===== src/rtl/opb_reg_pkg.sv =====
// opb_reg_pkg: shared constants for the simulink2ppc snapshot register.
//   Word offsets (OPB_ABus[24:29]), STATUS/CTRL bit positions and the
//   bus-slave FSM state type. Bit positions are in little-endian [31:0]
//   numbering of the read word; OPB DBus[0] corresponds to bit 31.
package opb_reg_pkg;

  // Word indices, i.e. byte offset / 4
  localparam logic [5:0] OFS_DATA   = 6'd0;  // 0x00
  localparam logic [5:0] OFS_STATUS = 6'd1;  // 0x04
  localparam logic [5:0] OFS_CTRL   = 6'd2;  // 0x08
  localparam logic [5:0] OFS_TS     = 6'd3;  // 0x0C

  localparam int ST_NEW   = 31;  // DBus[0]
  localparam int ST_OVR   = 30;  // DBus[1]
  localparam int ST_FRZ   = 29;  // DBus[2]
  localparam int CTRL_FRZ = 0;   // DBus[31]

  typedef enum logic [1:0] {IDLE, ACK, HOLD} state_t;

endpackage


===== src/rtl/opb_slave_ack.sv =====
// opb_slave_ack: OPB hit decode, transfer FSM and ack/read-data gating.
//   clk, rst_n    : clock, async active-low reset
//   i_abus        : OPB byte address [0:31]
//   i_rnw         : 1 = read
//   i_select      : OPB_select
//   i_rd_data     : read word from the register file, valid during ack
//   o_ack         : one-cycle transfer acknowledge
//   o_word        : word offset latched at the hit
//   o_rnw         : direction latched at the hit
//   o_dbus        : i_rd_data during ack, zero otherwise
module opb_slave_ack
  import opb_reg_pkg::*;
#(
  parameter logic [31:0] BASE = 32'h0100_1100,
  parameter logic [31:0] HIGH = 32'h0110_11FF
) (
  input  logic        clk,
  input  logic        rst_n,
  input  logic [0:31] i_abus,
  input  logic        i_rnw,
  input  logic        i_select,
  input  logic [31:0] i_rd_data,
  output logic        o_ack,
  output logic [5:0]  o_word,
  output logic        o_rnw,
  output logic [0:31] o_dbus
);

  state_t     r_state;
  logic       r_ack;
  logic [5:0] r_word;
  logic       r_rnw;
  logic       w_hit;

  assign w_hit = i_select && (i_abus >= BASE) && (i_abus <= HIGH);

  // Address and direction are latched at the hit so the ack-cycle decode
  // does not depend on the master keeping the bus stable.
  always_ff @(posedge clk or negedge rst_n) begin
    if (!rst_n) begin
      r_state <= IDLE;
      r_ack   <= 1'b0;
      r_word  <= '0;
      r_rnw   <= 1'b0;
    end else begin
      case (r_state)
        IDLE: if (w_hit) begin
          r_state <= ACK;
          r_ack   <= 1'b1;
          r_word  <= i_abus[24:29];
          r_rnw   <= i_rnw;
        end
        ACK: begin
          r_ack   <= 1'b0;
          // select already gone: skip HOLD so a new transfer can start
          r_state <= i_select ? HOLD : IDLE;
        end
        HOLD: if (!i_select) r_state <= IDLE;
        default: begin
          r_state <= IDLE;
          r_ack   <= 1'b0;
        end
      endcase
    end
  end

  assign o_ack  = r_ack;
  assign o_word = r_word;
  assign o_rnw  = r_rnw;
  assign o_dbus = r_ack ? i_rd_data : '0;

endmodule


===== src/rtl/opb_register_simulink2ppc_snap.sv =====
// opb_register_simulink2ppc_snap: captures a fabric word on user_valid and
//   returns it to software over OPB, with update count, NEW/OVR flags and a
//   FREEZE control. Optional macro SIMULINK2PPC_TIMESTAMP_EN adds a free-
//   running cycle counter latched on each capture, readable at 0x0C.
//   OPB_*          : OPB slave bus inputs (OPB_seqAddr ignored)
//   Sl_*           : OPB slave responses (errAck/retry/toutSup tied 0)
//   user_data_in   : word to capture
//   user_valid     : capture strobe
module opb_register_simulink2ppc_snap
  import opb_reg_pkg::*;
#(
  parameter logic [31:0] C_BASEADDR   = 32'h0100_1100,
  parameter logic [31:0] C_HIGHADDR   = 32'h0110_11FF,
  parameter int          C_OPB_AWIDTH = 32,
  parameter int          C_OPB_DWIDTH = 32,
  parameter              C_FAMILY     = "virtex6"
) (
  input  logic                    OPB_Clk,
  input  logic                    OPB_Rst_n,
  input  logic [0:C_OPB_AWIDTH-1] OPB_ABus,
  input  logic [0:3]              OPB_BE,
  input  logic [0:C_OPB_DWIDTH-1] OPB_DBus,
  input  logic                    OPB_RNW,
  input  logic                    OPB_select,
  input  logic                    OPB_seqAddr,
  output logic [0:C_OPB_DWIDTH-1] Sl_DBus,
  output logic                    Sl_xferAck,
  output logic                    Sl_errAck,
  output logic                    Sl_retry,
  output logic                    Sl_toutSup,
  input  logic [31:0]             user_data_in,
  input  logic                    user_valid
);

  logic [31:0] r_data;
  logic [15:0] r_cnt;
  logic        r_new, r_ovr, r_frz;
  logic [31:0] w_rdata;
  logic [5:0]  w_word;
  logic        w_rnw, w_ack;
  logic        w_cap, w_clr_new, w_clr_ovr, w_wr_ctrl;
  logic        w_unused;

  assign w_unused = ^{1'b0, OPB_seqAddr, OPB_BE[0:2], OPB_DBus[0:30]};

  assign Sl_errAck  = 1'b0;
  assign Sl_retry   = 1'b0;
  assign Sl_toutSup = 1'b0;

  opb_slave_ack #(.BASE(C_BASEADDR), .HIGH(C_HIGHADDR)) u_ack (
    .clk       (OPB_Clk),
    .rst_n     (OPB_Rst_n),
    .i_abus    (OPB_ABus),
    .i_rnw     (OPB_RNW),
    .i_select  (OPB_select),
    .i_rd_data (w_rdata),
    .o_ack     (w_ack),
    .o_word    (w_word),
    .o_rnw     (w_rnw),
    .o_dbus    (Sl_DBus)
  );

  assign Sl_xferAck = w_ack;

  // Clears and CTRL writes land on the edge that ends the ack cycle.
  assign w_cap     = user_valid && !r_frz;
  assign w_clr_new = w_ack && w_rnw && (w_word == OFS_DATA);
  assign w_clr_ovr = w_ack && w_rnw && (w_word == OFS_STATUS);
  assign w_wr_ctrl = w_ack && !w_rnw && (w_word == OFS_CTRL) && OPB_BE[3];

  always_ff @(posedge OPB_Clk or negedge OPB_Rst_n) begin
    if (!OPB_Rst_n) begin
      r_data <= '0;
      r_cnt  <= '0;
      r_new  <= 1'b0;
      r_ovr  <= 1'b0;
      r_frz  <= 1'b0;
    end else begin
      if (w_cap) begin
        r_data <= user_data_in;
        r_cnt  <= r_cnt + 16'd1;
      end
      // capture beats a DATA-read clear for NEW
      if (w_cap)          r_new <= 1'b1;
      else if (w_clr_new) r_new <= 1'b0;
      // any clear in the same cycle as a capture suppresses the overrun
      if (w_clr_ovr)                          r_ovr <= 1'b0;
      else if (w_cap && r_new && !w_clr_new)  r_ovr <= 1'b1;
      if (w_wr_ctrl) r_frz <= OPB_DBus[31];
    end
  end

`ifdef SIMULINK2PPC_TIMESTAMP_EN
  logic [31:0] r_tsc, r_ts;
  always_ff @(posedge OPB_Clk or negedge OPB_Rst_n) begin
    if (!OPB_Rst_n) begin
      r_tsc <= '0;
      r_ts  <= '0;
    end else begin
      r_tsc <= r_tsc + 32'd1;
      if (w_cap) r_ts <= r_tsc;
    end
  end
`endif

  always_comb begin
    w_rdata = '0;
    case (w_word)
      OFS_DATA: w_rdata = r_data;
      OFS_STATUS: begin
        w_rdata[ST_NEW] = r_new;
        w_rdata[ST_OVR] = r_ovr;
        w_rdata[ST_FRZ] = r_frz;
        w_rdata[15:0]   = r_cnt;
      end
      OFS_CTRL: w_rdata[CTRL_FRZ] = r_frz;
`ifdef SIMULINK2PPC_TIMESTAMP_EN
      OFS_TS: w_rdata = r_ts;
`endif
      default: w_rdata = '0;
    endcase
  end

endmodule

===== config.mk =====
export PLATFORM = sky130hd
export DESIGN_NAME = opb_register_simulink2ppc_snap
export DESIGN_NICKNAME = d
export VERILOG_FILES = /design/src/rtl/opb_reg_pkg.sv /design/src/rtl/opb_slave_ack.sv /design/src/rtl/opb_register_simulink2ppc_snap.sv
export SDC_FILE = /design/constraint.sdc
export NUM_CORES = 1
export LEC_CHECK = 0
export ABC_AREA = 0
export CAP_MARGIN = 10
export CORE_AREA = 10 10 110 112
export CTS_CLUSTER_DIAMETER = 50
export DETAILED_ROUTE_END_ITERATION = 6
export DIE_AREA = 0 0 120 122
export PLACE_DENSITY = 0.72
export SLEW_MARGIN = 20
export SYNTH_ARGS = -nofsm -noshare
export SYNTH_HDL_FRONTEND = slang
export SYNTH_SLANG_ARGS = --single-unit

===== constraint.sdc =====
create_clock -name OPB_Clk -period 4.4 [get_ports OPB_Clk]
set_clock_uncertainty 0.05 [all_clocks]
set_input_delay 0.66 -clock OPB_Clk [delete_from_list [all_inputs] [get_ports OPB_Clk]]
set_output_delay 0.66 -clock OPB_Clk [all_outputs]
set_load 0.02 [all_outputs]

-- Word-level counts from Yosys, hierarchy flattened
Index checks and enable logic that the tools add are counted.
- input port bits: 106
- word-level logic and storage cells: 55
- output and inout port bits: 36
- register bits after elaboration: 61
- equal/unequal tests: 6
- reduce and logical (&&, ||, !) cells: 21
- order comparisons: 2
- mux-type cells: 15
- $add $sub $neg: 1
- bitwise operators: 1
- operators by type and width (cell ; count):
    $ge 32x25->1 const B ; 1
    $le 32x25->1 const B ; 1
    $mux 32 ; 1
    $pmux 15 s2 ; 1
    $add 16x1->16 const B ; 1
    $mux 13 ; 1
    $logic_and 1x1->1 ; 11
    $eq 6x1->1 const B ; 1
    $eq 6x2->1 const B ; 1
    $logic_not 6->1 ; 1
    $mux 2 ; 3
    $pmux 2 s3 ; 1
    $pmux 3 s2 ; 1
    $reduce_and 2->1 ; 3
    $mux 1 ; 5
    $reduce_bool 2->1 ; 2
    $logic_not 1->1 ; 3
    $pmux 1 s3 ; 1
    $eq 2x1->1 const B ; 1
    $eq 2x2->1 const B ; 1
    $logic_not 2->1 ; 1
    $ne 2x1->1 const B ; 1
    $ne 2x2->1 const B ; 1
    $pmux 1 s2 ; 1
    $not 1->1 ; 1

-- Depth between registers and ports, before layout
Gate-level depths: netlist of the first run.
- depth in word-level cells: 6
- depth in mapped cells: 6
- gate-level depth less buffers: 4

-- By module
From an unflattened synthesis of the first run, not the netlist that was laid out.
- cells, all modules: 260
- area, all modules: 3076.7 um^2
- modules (own cells, without submodules) (module ; area an instance (um^2) ; instances ; cells an instance ; sequential area each (um^2)):
    opb_register_simulink2ppc_snap ; 2358.5 ; 1 ; 185 ; 1276.2
    opb_slave_ack ; 718.2 ; 1 ; 75 ; 250.2

-- Least setup slack after synthesis of the first run
No wires, ideal clock.
- path type: flip-flop to output port
- start point: register u_ack.r_word[3] (netlist: u_ack.o_word[3])
- end point: output Sl_DBus[16] (netlist bit)
- stages on the path, launching flop included: 7
- data required time: 3.690 ns
- arrival: 1.822 ns
- path slack: 1.868 ns
- path buffers: 2
- cells stage by stage: dfrtp_1 nor4_1 nand2_1 or2_2 clkbuf_1 buf_1 nor2_1
- word-level cells in the longest chain between the ends: 3
- elaborated cells between the ends (all ways): 4
- those cells by class: eq/ne: 1; mux: 2; reduce/logical: 1
- ends and longest elaborated chain (what ; line ; source):
    from (decl) ; opb_slave_ack.sv:31 ; logic [5:0] r_word;
    from (signal assigned) ; opb_slave_ack.sv:50 ; r_word <= i_abus[24:29];
    $eq 6x1->1 / $logic_not 6->1 (equally long branches) ; opb_register_simulink2ppc_snap.sv:108 ; case (w_word)
    $pmux 15 s2 (*) ; opb_register_simulink2ppc_snap.sv:108 ;
    $mux 32 (*) ; opb_slave_ack.sv:70 ; assign o_dbus = r_ack ? i_rd_data : '0;
    to (decl) ; opb_register_simulink2ppc_snap.sv:26 ; output logic [0:C_OPB_DWIDTH-1] Sl_DBus,
Mark *: on every way between the ends. The rest lies on a longest branch, timed or not.

-- Worst setup path in the final report of the first run
- start point: register u_ack.r_word[3] (netlist: u_ack.o_word[3])
- end point: output Sl_DBus[21] (netlist bit)
The elaborated chain is that of the path after synthesis.

==> run metrics, run 1 <==
Final setup viols 0; final hold vios 0; via count 2205; fmax 297 MHz; GRT Total Usage 10.6%; drt total wl 7710 um; DRT Pass-1 Iters 4; DIE WIDTH 120 um; worst-skew pair later-pin latency 0.33 ns; layout cells sized above 1 19.1%; Ports 142; status completed; FF-to-FF setup slack 2.30 ns; Worst Tran Pin Value 0.726 ns; wire per inst 15.8 um; Port Buffers 101; number of enable flip-flop cells after synthesis 0; Main synth FF type dfrtp_1; clk root buf clkbuf_8; global-route wire length before repair 12500 um; Yosys reg bits 61; Hold/Removal Path Class input port to async pin; Starting Density 28.9%; Cells after Synth 241; clock buffer depth 2; row cnt 37; core box area 10000 sq um; number of diodes 0; endpoint class of the critical path output port; initial antenna violation count 0; die height 122 um; RSZ-0062 raised after global routing no; drt first-iter violations 62; crit-path cells nor4_1 -> nand2_1 -> or2_2 -> nor2_1 -> clkdlybuf4s50_1; Worst EP required 3.69 ns; TritonCTS Buffers 9; Final Cell Area 4300 sq um; Yosys cell types 34; worst endpoint data arrival time 2.66 ns; Ys Warns 0; Max H-tree Level 3; post-synthesis async set-or-reset flop share 100%; Antenna Nets Post-Route 0; FF-to-FF Start u_ack.r_state[0]; kind of critical path flip-flop to output port; Critical Path Start Type flip-flop; Crit-path slowest cell clkdlybuf4s50_1; CTS Sinks 61; fin nets 453; synthesis-to-finish area growth 48.0%; P per Cell Area 359 nW/um^2; max-slew violations 0; setup TNS 0 ns; CTS resizes 0; worst r2r path cells 4; max-cap viol count 0; mean post-synth cell area 12.0 sq um; DRC 0; GRT overflow 0; largest net degree at the start of global routing 33; placer congestion estimate 0.845; Final min period 3.37 ns; Rel. slew slack 51.6%; CP delay by family, top simple AND/OR/NAND/NOR gates; CTS tree built; CTS clk-pin slew, worst paths 0.07 ns; DR vias/cell 4.53; P_leak 1.76 nW; die area 14600 sq um; Post-CTS Setup Bufs 0; vias in the first global route 2447; Worst Path Max Fanout 18; FF-to-FF End u_ack.o_word[3]; register area share after synthesis 52.6%; period utilization 76.6%; Post-Syn Area 2900 sq um; Placed Area 4070 sq um; Hold Buf Count CTS 0; CP Buf/Inv Count 1; Max IR drop VDD 0.148 mV; hpwl dp 5930 um; CP peak stage delay 0.63 ns
[power by group]
part / total [W] / internal [W] / switching [W]
Combinational: 0.000308 / 0.000180 / 0.000128
Clock: 0.000560 / 0.000348 / 0.000212
Sequential: 0.000673 / 0.000621 / 0.0000521
Total: 0.00154 / 0.00115 / 0.000392
[synthesized netlist by cell type, types with 2 or more instances]
cell type,n,area (sq um)
a31oi_1,2,12.5
and2_1,15,93.8
and4_1,2,17.5
buf_1,3,11.3
buf_4,3,22.5
clkbuf_1,7,26.3
dfrtp_1,61,1530
inv_1,4,15.0
mux2_2,41,462
mux2i_1,19,190
nand2_1,9,33.8
nand3_1,2,10.0
nand4_1,6,37.5
nor2_1,26,97.6
nor3_1,4,20.0
nor4_1,3,18.8
nor4b_1,3,26.3
xnor2_1,10,87.6
xor2_1,6,52.6
[flip-flops by register name, indices dropped and copies added, names as in the netlist]
| signal | flops |
|---|---|
| r_cnt | 16 |
| r_data | 32 |
| r_frz | 1 |
| r_new | 1 |
| r_ovr | 1 |
| u_ack.o_ack | 1 |
| u_ack.o_rnw | 1 |
| u_ack.o_word | 6 |
| u_ack.r_state | 2 |
[layer usage]
| layer | GRT usage (%) | wire [um] | up-vias |
|---|---|---|---|
| met2 | 18.0 | 3900 | 63 |
| met1 | 12.3 | 3360 | 1088 |
| met4 | 3.62 | 46 | 0 |
| li1 | - | - | 1049 |
| met3 | 3.42 | 402 | 5 |
| met5 | 0 | 0 | - |
[placed cells by master, fill, tap and decap left out, drive strengths merged, types with 2 or more instances in the layout]
cell,n
xor2,6
clkbuf,12
nor4b,3
buf,5
inv,4
nand4,6
nor2,26
nor4,3
clkinv,2
conb,3
mux2,41
a31oi,2
and4,2
dfrtp,61
nand3,2
bufinv,2
nand2,9
xnor2,10
nor3,4
clkdlybuf4s50,100
and2,15
mux2i,19
[through the flow]
step	hold slack (ns)	utilization [%]	power (W)	instances	worst slack [ns]
finish	0.338	42.8	0.00154	487	1.03
global route	0.378	42.8	0.00162	487	0.854
CTS	0.344	42.8	0.00157	487	0.966
detailed placement	0.412	40.5	0.000997	471	1.32
global placement	0.419	40.5	0.000989	471	1.34
floorplan	0.314	-	0.000830	243	1.87
[worst reg2reg max path, stage by stage, from the launching register on]
cell	delay [ns]
dfrtp_1	0.41
nor4_1	0.36
nand4_1	0.21
a2111oi_4	0.55
mux2_2	0.41
[how the worst max path moves through the flow]
| stage | start | endpoint | slack [ns] | cells past startpoint |
|---|---|---|---|---|
| after floorplan | u_ack.o_word[3] | Sl_DBus[16] | 1.87 | 6 |
| final | u_ack.o_word[3] | Sl_DBus[21] | 1.03 | 5 |
| after global placement | u_ack.o_word[3] | Sl_DBus[21] | 1.34 | 5 |
| after global routing | u_ack.o_word[3] | Sl_DBus[20] | 0.85 | 5 |
| after CTS | u_ack.o_word[3] | Sl_DBus[21] | 0.97 | 5 |
| after detailed placement | OPB_ABus[12] | u_ack.o_word[3] | 1.32 | 5 |
[layout make-up]
type	instances	area [sq um]
Multi-Input combinational cell	165	1320
Inverter	4	15.0
Tap cell	136	170
Fill cell	942	5750
Sequential cell	61	1530
Clock buffer	12	155
Clock inverter	4	70.1
Timing Repair Buffer	105	1040
[kinds of logic (layout without fill, tap and decap cells)]
family	after synthesis	count (layout)	share of synthesized area, %
muxes	60	60	22.4
DFF	61	61	52.6
and+or+nand+nor	77	77	14.3
adders and majority gates	1	1	0.431
AOI/OAI and AO/OA	8	8	2.67
xor gates and xnor gates	16	16	4.83
other	1	3	0.129
buffers and inverters	17	125	2.59
No activity file was read; power rests on OpenSTA's default activity.
==> inputs of run 2 (changes only) <==
==> constraint.sdc (replaced) <==
create_clock -name OPB_Clk -period 3.35 [get_ports OPB_Clk]
set_clock_uncertainty 0.05 [all_clocks]
set_input_delay 0.5025 -clock OPB_Clk [delete_from_list [all_inputs] [get_ports OPB_Clk]]
set_output_delay 0.5025 -clock OPB_Clk [all_outputs]
set_load 0.02 [all_outputs]
==> run 2 against run 1 <==
Effect of this change:
- sequential share of layout area is 0.12 points higher
- largest cell class unchanged
- clock power is 16% higher
- critical endpoint is now Sl_DBus[16]
- sequential cell count stayed put
- first-iteration DRC count is 26% lower
- routed wire length is 0.56% higher
==> run metrics, run 2 (synthesis gave the netlist of run 1 again) <==
DRT Pass-1 Iters 4; Hold Slack 0.139 ns; Antenna Nets Post-Route 0; Ports 142; Design Power 0.00194 W; setup TNS 0 ns; via count 2214; core box area 10000 sq um; P_leak 1.75 nW; die area 14600 sq um; layout cells sized above 1 19.3%; Post-CTS Setup Bufs 0; most common cell after layout, fill and taps aside clkdlybuf4s50_1; Hold/Removal Path Class input port to async pin; Port Buffers 101; kind of critical path flip-flop to output port; largest net degree at the start of global routing 51; DR vias/cell 4.53; most frequent cells in the layout clkdlybuf4s50_1, dfrtp_1, mux2_2; initial antenna violation count 0; worst-skew pair later-pin latency 0.33 ns; Critical Path Start Type flip-flop; Rel. slew slack 57.5%; drt total wl 7750 um; number of diodes 0; fmax 330 MHz; final hold vios 0; vias in the first global route 2345; period utilization 90.5%; Max H-tree Level 3; Worst Tran Pin Value 0.637 ns; RSZ-0062 raised after global routing no; Post-Place Setup Slack 0.405 ns; max-cap viol count 0; status completed; global-route wire length before repair 12400 um; Worst Path Max Fanout 18; fin nets 455; Max IR drop VDD 0.176 mV; DIE WIDTH 120 um; Largest Register r_data; CP startpoint u_ack.o_word[3]; clock buffer depth 2; placer congestion estimate 0.830; CTS tree built; Final setup viols 0; CTS resizes 0; GRT overflow 0; clk root buf clkbuf_8; max-slew violations 0; P per Cell Area 453 nW/um^2; final setup margin 0.319 ns; synthesis-to-finish area growth 47.4%; Final min period 3.03 ns; DRC 0; Starting Density 28.9%; Worst EP required 2.80 ns; GRT Total Usage 10.6%; wire per inst 15.9 um; die height 122 um; TritonCTS Buffers 9; hpwl dp 5960 um; drt first-iter violations 46; max reg flops 32; row cnt 37; CTS Sinks 61; CTS clk-pin slew, worst paths 0.07 ns; Hold Buf Count CTS 0; endpoint class of the critical path output port; worst endpoint data arrival time 2.48 ns; FF-to-FF Start u_ack.r_state[0]
==> run 2: cell count changes in the layout (fill, tap and decap cells not counted), sizes merged <==
cell	change
buf	+2
bufinv	-1
clkinvlp	+1
==> run 2: layout make-up <==
cell class,instances,area [sq um]
Multi-Input combinational cell,165,1320
Timing Repair Buffer,107,1050
Clock inverter,4,47.5
Inverter,4,15.0
Fill cell,988,5760
Tap cell,136,170
Sequential cell,61,1530
Clock buffer,12,145
==> run 2: critical path, stage by stage (launching register included) <==
cell	delay (ns)
dfrtp_1	0.37
nor4_1	0.27
buf_4	0.17
nand2_1	0.07
or2_2	0.45
nor2_1	0.18
clkdlybuf4s50_1	0.63
==> run 2: power breakdown <==
part           switching [W]  internal, W  leakage [nW]
combinational       0.000168     0.000237         0.904
sequential         0.0000709     0.000815         0.747
clock               0.000286     0.000362        0.0964
==> run 2: metal layers <==
layer / vias to the layer above / wire length (um) / global-route usage, %
met4: 0 / 126 / 4.30
li1: 1048 / - / -
met5: - / 0 / 0
met1: 1086 / 3390 / 12.7
met2: 68 / 3780 / 17.3
met3: 12 / 448 / 3.42
==> run 2: final timing paths <==
kind | end | slack, ns | cells past startpoint
setup / recovery | Sl_DBus[16] | 0.32 | 6
hold reg to reg | r_cnt[15] | 0.44 | 1
min in group OPB_Clk | r_cnt[15] | 0.44 | 1
hold / removal | r_data[7] | 0.14 | 1
setup reg to reg | u_ack.o_word[2] | 1.35 | 4
max in group asynchronous | r_data[25] | 2.47 | 2
==> run 2: metrics by stage <==
step	utilization (%)	cell area (sq um)	instances
floorplan	-	2910	243
global placement	40.7	4090	473
detailed placement	40.7	4090	473
CTS	42.6	4280	489
global route	42.6	4280	489
finish	42.6	4280	489
==> inputs of run 3 (changes only) <==
--- a/config.mk
+++ b/config.mk
@@ -12,6 +12,7 @@
 export DETAILED_ROUTE_END_ITERATION = 6
 export DIE_AREA = 0 0 120 122
 export PLACE_DENSITY = 0.72
+export SETUP_SLACK_MARGIN = 0.3
 export SLEW_MARGIN = 20
 export SYNTH_ARGS = -nofsm -noshare
 export SYNTH_HDL_FRONTEND = slang
==> run 3 against run 2 <==
Effect of this change:
- total power barely moved
- setup slack better by 0.14 ns
- global-route usage is the same
- hold slack got worse by 0.00071 ns
- core utilization about the same
- cell count is the same
- sequential share of layout area about the same
==> run metrics, run 3 (synthesis gave the netlist of run 1 again) <==
clk root buf clkbuf_8; P per Cell Area 452 nW/um^2; final hold vios 0; most common cell after layout, fill and taps aside clkdlybuf4s50_1; Post-CTS Setup Bufs 0; worst-skew pair later-pin latency 0.33 ns; number of diodes 0; DRC 0; vias in the first global route 2345; worst endpoint data arrival time 2.34 ns; die area 14600 sq um; status completed; CTS Sinks 61; placer congestion estimate 0.830; hpwl dp 5960 um; row cnt 37; CTS tree built; CTS resizes 1; fin nets 455; Max IR drop VDD 0.176 mV; FF-to-FF End u_ack.o_word[2]; Max H-tree Level 3; Antenna Nets Post-Route 0; Final setup viols 0; wire per inst 15.9 um; DR vias/cell 4.50; Hold Buf Count CTS 0; Final min period 2.89 ns; Critical Path Start Type flip-flop; clock buffer depth 2; Starting Density 28.9%; global-route wire length before repair 12400 um; Placed Area 4090 sq um; Design Power 0.00194 W; period utilization 86.3%; initial antenna violation count 0; Worst EP required 2.80 ns; Rel. slew slack 57.4%; DRT Pass-1 Iters 4; die height 122 um; endpoint class of the critical path output port; Port Buffers 101; DIE WIDTH 120 um; drt first-iter violations 44; fmax 346 MHz; synthesis-to-finish area growth 47.6%; CP startpoint u_ack.o_word[3]; max reg flops 32; via count 2202; Hold/Removal Path Class input port to async pin; FF-to-FF setup slack 1.35 ns; max-cap viol count 0; GRT overflow 0; drt total wl 7770 um; Worst Tran Pin Value 0.639 ns; kind of critical path flip-flop to output port; GRT Total Usage 10.6%; max-slew violations 0; Final Cell Area 4290 sq um; layout cells sized above 1 19.3%; core box area 10000 sq um; Ports 142; RSZ-0062 raised after global routing no; CTS clk-pin slew, worst paths 0.07 ns; Largest Register r_data; Worst Path Max Fanout 18; P_leak 1.76 nW; setup TNS 0 ns; largest net degree at the start of global routing 51; FF-to-FF Start u_ack.r_state[0]; TritonCTS Buffers 9; worst r2r path cells 4; most frequent cells in the layout clkdlybuf4s50_1, dfrtp_1, mux2_2
run 3: layout make-up:
cell class | count | area, sq um
fillers | 987 | 5760
flip-flops and latches | 61 | 1530
multi-input cells | 165 | 1330
repair buffers | 107 | 1060
well taps | 136 | 170
clock buffers | 12 | 145
clock inverters | 4 | 47.5
inverters | 4 | 15.0
run 3: routing by layer:
metal	vias to the layer above	track usage [%]	wire length [um]
met4	0	4.30	111
met3	11	3.42	456
met1	1080	12.7	3390
met5	-	0	0
met2	67	17.3	3820
li1	1044	-	-
run 3: through the flow:
step / util (%) / worst slack (ns) / hold slack (ns) / cells
floorplan: - / 0.976 / 0.157 / 243
global placement: 40.7 / 0.466 / 0.416 / 473
detailed placement: 40.7 / 0.405 / 0.422 / 473
CTS: 42.6 / 0.391 / 0.362 / 489
global route: 42.7 / 0.307 / 0.179 / 489
finish: 42.7 / 0.460 / 0.139 / 489
run 3: worst max-delay path by stage:
| stage | endpoint | slack [ns] | depth (start not counted) |
|---|---|---|---|
| 2_1_floorplan | Sl_DBus[16] | 0.98 | 6 |
| 3_3_place_gp | u_ack.o_rnw | 0.47 | 5 |
| 3_5_place_dp | u_ack.o_rnw | 0.40 | 5 |
| 4_1_cts | Sl_DBus[16] | 0.39 | 6 |
| 5_1_grt | Sl_DBus[16] | 0.31 | 6 |
| 6_report | Sl_DBus[16] | 0.46 | 6 |
run 3: worst max-delay path, stage by stage (launching register included):
cell and delay [ns]:
dfrtp_1 0.37, nor4_1 0.27, buf_4 0.17, nand2_1 0.08, or2_4 0.33, nor2_1 0.16, clkdlybuf4s50_1 0.63
run 3: where the power goes:
group          internal (W)  leakage [nW]  switching, W  total (W)
combinational      0.000237         0.912      0.000168   0.000406
sequential         0.000815         0.747     0.0000706   0.000886
clock              0.000362        0.0964      0.000285   0.000647
